File: config.mk
export PLATFORM = sky130hd
export DESIGN_NAME = dual_mem_arbiter
export DESIGN_NICKNAME = d
export VERILOG_FILES = /design/src/rtl/cpu_types_pkg.sv /design/src/rtl/arb_priority.sv /design/src/rtl/dual_mem_arbiter.sv
export SDC_FILE = /design/constraint.sdc
export NUM_CORES = 1
export LEC_CHECK = 0
export ABC_AREA = 1
export BUFFER_PORTS_ARGS = -buffer_cell sky130_fd_sc_hd__buf_2
export CAP_MARGIN = 15
export CORE_AREA = 2 2 169 171
export CTS_CLUSTER_DIAMETER = 100
export DETAILED_ROUTE_END_ITERATION = 7
export DIE_AREA = 0 0 171 173
export PLACE_DENSITY = 0.45
export SLEW_MARGIN = 20
export SYNTH_ARGS = -nofsm -noshare
export SYNTH_HDL_FRONTEND = slang
export SYNTH_SLANG_ARGS = --single-unit
File: constraint.sdc
create_clock -name CLK -period 1.28 [get_ports CLK]
set_clock_uncertainty 0.1 [all_clocks]
set_input_delay 0.064 -clock CLK [delete_from_list [all_inputs] [get_ports CLK]]
set_output_delay 0.064 -clock CLK [all_outputs]
set_load 0.01 [all_outputs]
File: src/rtl/cpu_types_pkg.sv
// Shared CPU memory-system types: RAM handshake state, data word, and the
// arbiter's FSM state and grant record.
package cpu_types_pkg;

  typedef logic [31:0] word_t;

  typedef enum logic [1:0] {
    FREE   = 2'd0,
    BUSY   = 2'd1,
    ACCESS = 2'd2,
    ERROR  = 2'd3
  } ramstate_t;

  typedef enum logic {
    IDLE = 1'b0,
    WAIT = 1'b1
  } arb_state_t;

  typedef struct packed {
    logic core;
    logic is_data;
    logic is_write;
  } arb_grant_t;

endpackage

File: src/rtl/arb_priority.sv
// Combinational request selector: data before instruction, round-robin
// between the two cores inside each class, starting at the rr pointer.
module arb_priority
  import cpu_types_pkg::*;
(
  input  logic [1:0] i_iren,
  input  logic [1:0] i_dren,
  input  logic [1:0] i_dwen,
  input  logic       i_rr,
  output logic       o_valid,
  output arb_grant_t o_grant
);

  logic [1:0] w_dreq;
  logic       w_nrr;

  assign w_dreq = i_dren | i_dwen;
  assign w_nrr  = ~i_rr;

  always_comb begin
    o_valid = 1'b1;
    o_grant = '0;
    if (w_dreq[i_rr]) begin
      o_grant.core     = i_rr;
      o_grant.is_data  = 1'b1;
      o_grant.is_write = i_dwen[i_rr];
    end else if (w_dreq[w_nrr]) begin
      o_grant.core     = w_nrr;
      o_grant.is_data  = 1'b1;
      o_grant.is_write = i_dwen[w_nrr];
    end else if (i_iren[i_rr]) begin
      o_grant.core = i_rr;
    end else if (i_iren[w_nrr]) begin
      o_grant.core = w_nrr;
    end else begin
      o_valid = 1'b0;
    end
  end

endmodule

File: src/rtl/dual_mem_arbiter.sv
// Shares one RAM port between the instruction and data streams of two cores.
// Handshake: a request is held until its one-cycle hit; hit/load are valid only together.
module dual_mem_arbiter
  import cpu_types_pkg::*;
#(
  parameter int CORES    = 2,
  parameter int MAX_WAIT = 255,
  parameter int WAIT_W   = 8
) (
  input  logic                  CLK,
  input  logic                  nRST,
  input  logic [CORES-1:0]      iREN,
  input  logic [CORES-1:0][31:0] iaddr,
  output logic [CORES-1:0]      ihit,
  output logic [CORES-1:0][31:0] iload,
  input  logic [CORES-1:0]      dREN,
  input  logic [CORES-1:0]      dWEN,
  input  logic [CORES-1:0][31:0] daddr,
  input  logic [CORES-1:0][31:0] dstore,
  output logic [CORES-1:0]      dhit,
  output logic [CORES-1:0][31:0] dload,
  output logic                  ramREN,
  output logic                  ramWEN,
  output word_t                 ramaddr,
  output word_t                 ramstore,
  input  word_t                 ramload,
  input  ramstate_t             ramstate,
  output logic                  timeout,
  output arb_state_t            dbg_state
);

  arb_state_t        r_state;
  arb_grant_t        r_grant;
  logic              r_rr;
  logic [WAIT_W-1:0] r_wait_cnt;
  logic              r_timeout;

  logic       w_valid;
  arb_grant_t w_grant;
  logic       w_in_wait;
  logic       w_done;

  arb_priority u_priority (
    .i_iren  (iREN),
    .i_dren  (dREN),
    .i_dwen  (dWEN),
    .i_rr    (r_rr),
    .o_valid (w_valid),
    .o_grant (w_grant)
  );

  assign w_in_wait = (r_state == WAIT);
  assign w_done    = w_in_wait && (ramstate == ACCESS);

  always_ff @(posedge CLK) begin
    if (!nRST) begin
      r_state    <= IDLE;
      r_grant    <= '0;
      r_rr       <= 1'b0;
      r_wait_cnt <= '0;
      r_timeout  <= 1'b0;
    end else begin
      case (r_state)
        IDLE: begin
          if (w_valid) begin
            r_grant <= w_grant;
            r_state <= WAIT;
          end
        end
        WAIT: begin
          case (ramstate)
            ACCESS: begin
              r_rr       <= ~r_grant.core;
              r_wait_cnt <= '0;
              r_state    <= IDLE;
            end
            ERROR: begin
              // rr is left alone so the same requester wins the retry
              r_wait_cnt <= '0;
              r_state    <= IDLE;
            end
            default: begin
              if (r_wait_cnt != WAIT_W'(MAX_WAIT))
                r_wait_cnt <= r_wait_cnt + WAIT_W'(1);
              if (r_wait_cnt == WAIT_W'(MAX_WAIT - 1))
                r_timeout <= 1'b1;
            end
          endcase
        end
        default: r_state <= IDLE;
      endcase
    end
  end

  // RAM side follows the winner's live port inputs while the access is open
  always_comb begin
    ramREN   = 1'b0;
    ramWEN   = 1'b0;
    ramaddr  = '0;
    ramstore = '0;
    if (w_in_wait) begin
      ramWEN = r_grant.is_data & r_grant.is_write;
      ramREN = ~(r_grant.is_data & r_grant.is_write);
      if (r_grant.is_data) begin
        ramaddr  = daddr[r_grant.core];
        ramstore = dstore[r_grant.core];
      end else begin
        ramaddr = iaddr[r_grant.core];
      end
    end
  end

  always_comb begin
    ihit  = '0;
    dhit  = '0;
    iload = '0;
    dload = '0;
    if (w_done) begin
      if (r_grant.is_data) begin
        dhit[r_grant.core]  = 1'b1;
        dload[r_grant.core] = ramload;
      end else begin
        ihit[r_grant.core]  = 1'b1;
        iload[r_grant.core] = ramload;
      end
    end
  end

  assign timeout   = r_timeout;
  assign dbg_state = r_state;

endmodule

==> results.txt <==
----------------------------------------------------
[Status]
  Result of the run ... finished, violations left
  Failing checks ... negative setup slack

[Placement]
  Count of port buffers added during placement ... around 430
  Minimum setup slack after placement ... -0.278 ns
  Final weighted congestion in routability-driven placement ... between 0.9 and 1
  Half-perimeter wire length after placement ... around 16 mm

[STA]
  Minimum setup slack in the final design ... -0.449 ns
  RSZ-0062 raised after global routing ... yes
  Headroom to the max-slew limit ... 0.766
  Slew Viols, Final ... 0
  Final hold violation count ... 0
  Total setup violations reported at the end of the flow ... 205
  Time the worst path needs with I/O delays and setup ... 1.73 ns
  Fmax ... 0.578 GHz
  Final Cycle Share ... 1.35
  Transition time at the pin with the least slew margin ... about 0.35 ns

[Critical path]
  Critical path data arrival time ... approximately 1.6 ns
  Required arrival time at the worst endpoint ... between 1 and 1.5 ns
  Maximum fanout count along the critical path ... 12
  Setup crit end kind ... primary output
  Crit Path Class ... reg -> out
  Top delay family on crit path ... buffers and inverters
  Largest stage delay on the critical path ... 0.36 ns
  CP startpoint kind ... flop
  Ordered cell list for the critical path ... inv_4 > nand2_2 > buf_4 > nor2_4 > inv_4 > clkbuf_16 > nor2_1 > buf_2
  Cell type with the highest occurrence count on the critical path ... inv_4
  Bufs and invs on worst path ... 5
  Critical-path cell with the highest stage delay ... dfxtp_4

[Global routing]
  Largest net degree at the start of global routing ... 33
  Initial antenna violation count ... 0
  Global-route wire length before repair ... just over 30 mm
  Grt ovf ... 0
  Via count of the first global-routing pass ... 5518
  GRT Resource Usage Total ... 0.130

[Detailed routing]
  DR vias ... roughly 5800
  Post-detailed-route count of antenna-violating nets ... 0
  Post-route met1 wirelength ... between 8 and 9 mm
  Routed length on met3 ... 1.70 mm
  Iteration-0 DRC Markers ... 270
  Wire length per cell after detailed routing ... approximately 16 um
  DR DRC count ... 0
  Number of optimization iterations in the first detailed-route pass ... 5
  Met2 WL ... 12.1 mm
  Total Wirelength ... about 23 mm
  Per-cell via count in the routed design ... approximately 4
  Highest metal layer with signal wires ... met4

[Die]
  Core area ... between 20000 and 30000 um^2
  Number of placed I/O pins ... between 400 and 500
  Placement Rows ... slightly above 60
  Initial Utilization ... 0.104
  Vert. Die Dim ... around 170 um
  Die area ... 29600 um^2
  DIE WIDTH ... 171 um

[Power and ir drop]
  Cell Pwr Density ... 412 nW/um^2
  Total power ... approximately 3200 uW
  Leakage dissipation ... 0.00402 uW
  Largest voltage drop on the vdd net ... 0.360 mV

[Final layout]
  Area added between synthesis and finish ... 168%
  Layout fillers ... 3037
  Multi-input combinational cell area ... 2750 um^2
  Count of nets after finishing ... around 1300
  Most common cell after layout, fill and taps aside ... buf_2
  Layout cells sized above 1 ... 0.670
  Commonest cells after routing, fill and taps aside ... buf_2 (404), nand2_1 (150), nor2_1 (79)
  Register Area ... 292 um^2
  Diode count ... 0

[Clocking]
  Clock-pin slew reported for the worst setup and hold paths after clock tree synthesis ... 0.05 ns
  CTS sink cnt ... 14
  H-tree depth ... 1
  CTS Buf Count ... 3
  Worst-case clock buffer depth ... 2
  Clock Root Buffer ... clkbuf_16
  TritonCTS clock tree ... done
  Clock Latency Late Sink ... 0.24 ns

[Logic synthesis]
  Synth unique cells ... 22
  Number of nets in the synthesized netlist ... roughly 810
  Syn Area/Cell ... approximately 5.0 um^2
  Number of standard cells after synthesis ... roughly 570
  Count of state elements after synthesis ... 14
  Sequential element share of the synthesized area ... 0.0979
  Yosys warns ... 0
  Post-synthesis cell area ... about 2900 um^2

[Run]
  Maxcap violations ... 0

[Min path]
  Hold Crit Class ... in -> reg

----------------------------------------------------
-- power by group --
part           switching (uW)  internal, uW  leakage (uW)
logic                    1050           972       0.00385
registers                18.7           454      0.000116
clock network             186           474     0.0000442
-- cells in the mapped netlist (all sizes together) --
cell type,instances,share of area
nor2,160,0.22
o21ai,3,0.0052
nor3,1,0.0017
nand4,2,0.0044
a21oi,41,0.072
xor2,2,0.0061
buf,34,0.090
a22oi,32,0.084
a31oi,33,0.072
clkbuf,4,0.0052
nand3,11,0.019
dfxtp,14,0.098
nand2,172,0.23
inv,60,0.079
ha,2,0.0087
-- state kept, by name, summed over array words and instances, names as in the netlist --
signal      flops
r_grant         3
r_wait_cnt      8
r_rr            1
timeout         1
dbg_state       1
-- layer usage --
metal / up-vias / track usage
li1: 2829 / -
met1: 2612 / 0.147
met2: 354 / 0.261
met3: 32 / 0.0130
met4: 0 / 0.0169
met5: - / 0
-- per-stage QoR --
step                instances  utilization  area (um^2)  hold slack (ns)  TNS, ns
floorplan                 571            -         3020           0.0997   -12.18
global placement         1417        0.221         6100            0.267   -26.65
detailed placement       1417        0.221         6100            0.263   -31.12
CTS                      1444        0.259         7160          0.00877   -70.91
global route             1454        0.278         7670           0.0154   -85.60
finish                   1454        0.278         7670           0.0102   -69.26
-- kinds of logic (layout without fill, tap and decap cells) --
| family | Yosys count | count (layout) | share of synthesized area |
|---|---|---|---|
| AND/OR/NAND/NOR | 346 | 346 | 0.480 |
| buffers and inverters | 98 | 603 | 0.174 |
| flip-flops | 14 | 14 | 0.0979 |
| adder cells (fa/ha/maj) | 2 | 2 | 0.00874 |
| AO/OA/AOI/OAI | 109 | 109 | 0.233 |
| XOR/XNOR | 2 | 2 | 0.00612 |
-- worst reg2reg max path, stage by stage, from the launching register on --
cell,delay (ns)
dfxtp_2,0.32
ha_2,0.18
inv_1,0.05
nor2_2,0.14
nand3_2,0.15
nand3_1,0.13
nand2_1,0.07
nand2_1,0.06
nor2_1,0.04
-- layout make-up --
cell class | count | area share
Timing Repair inverter | 3 | 0.00734
Timing Repair Buffer | 536 | 0.487
Clock buffer | 4 | 0.0116
Tap cell | 378 | 0.0617
Multi-Input combinational cell | 459 | 0.358
Inverter | 60 | 0.0361
Sequential cell | 14 | 0.0380
-- final timing paths --
check                                                 from                    endpoint  slack, ns  cells after the start
worst max-delay path               r_grant[2]$_SDFFE_PN0P_                   iload[29]      -0.45                      8
worst min-delay path                                  nRST     r_grant[0]$_SDFFE_PN0P_       0.01                      3
worst max register to register  r_wait_cnt[1]$_SDFFE_PN0P_  r_wait_cnt[3]$_SDFFE_PN0P_      -0.05                      8
worst min register to register        timeout$_SDFFE_PN0P_        timeout$_SDFFE_PN0P_       0.37                      2
-- timing repair --
action,in CTS,in global routing
gates cloned,10,9
buffers inserted,13,2
endpoints found under the hold margin,0,0
resized for setup,150,85
pin swaps,19,23
endpoints found under the setup margin,209,209
hold buffers,0,0
No activity file was read; power rests on OpenSTA's default activity.
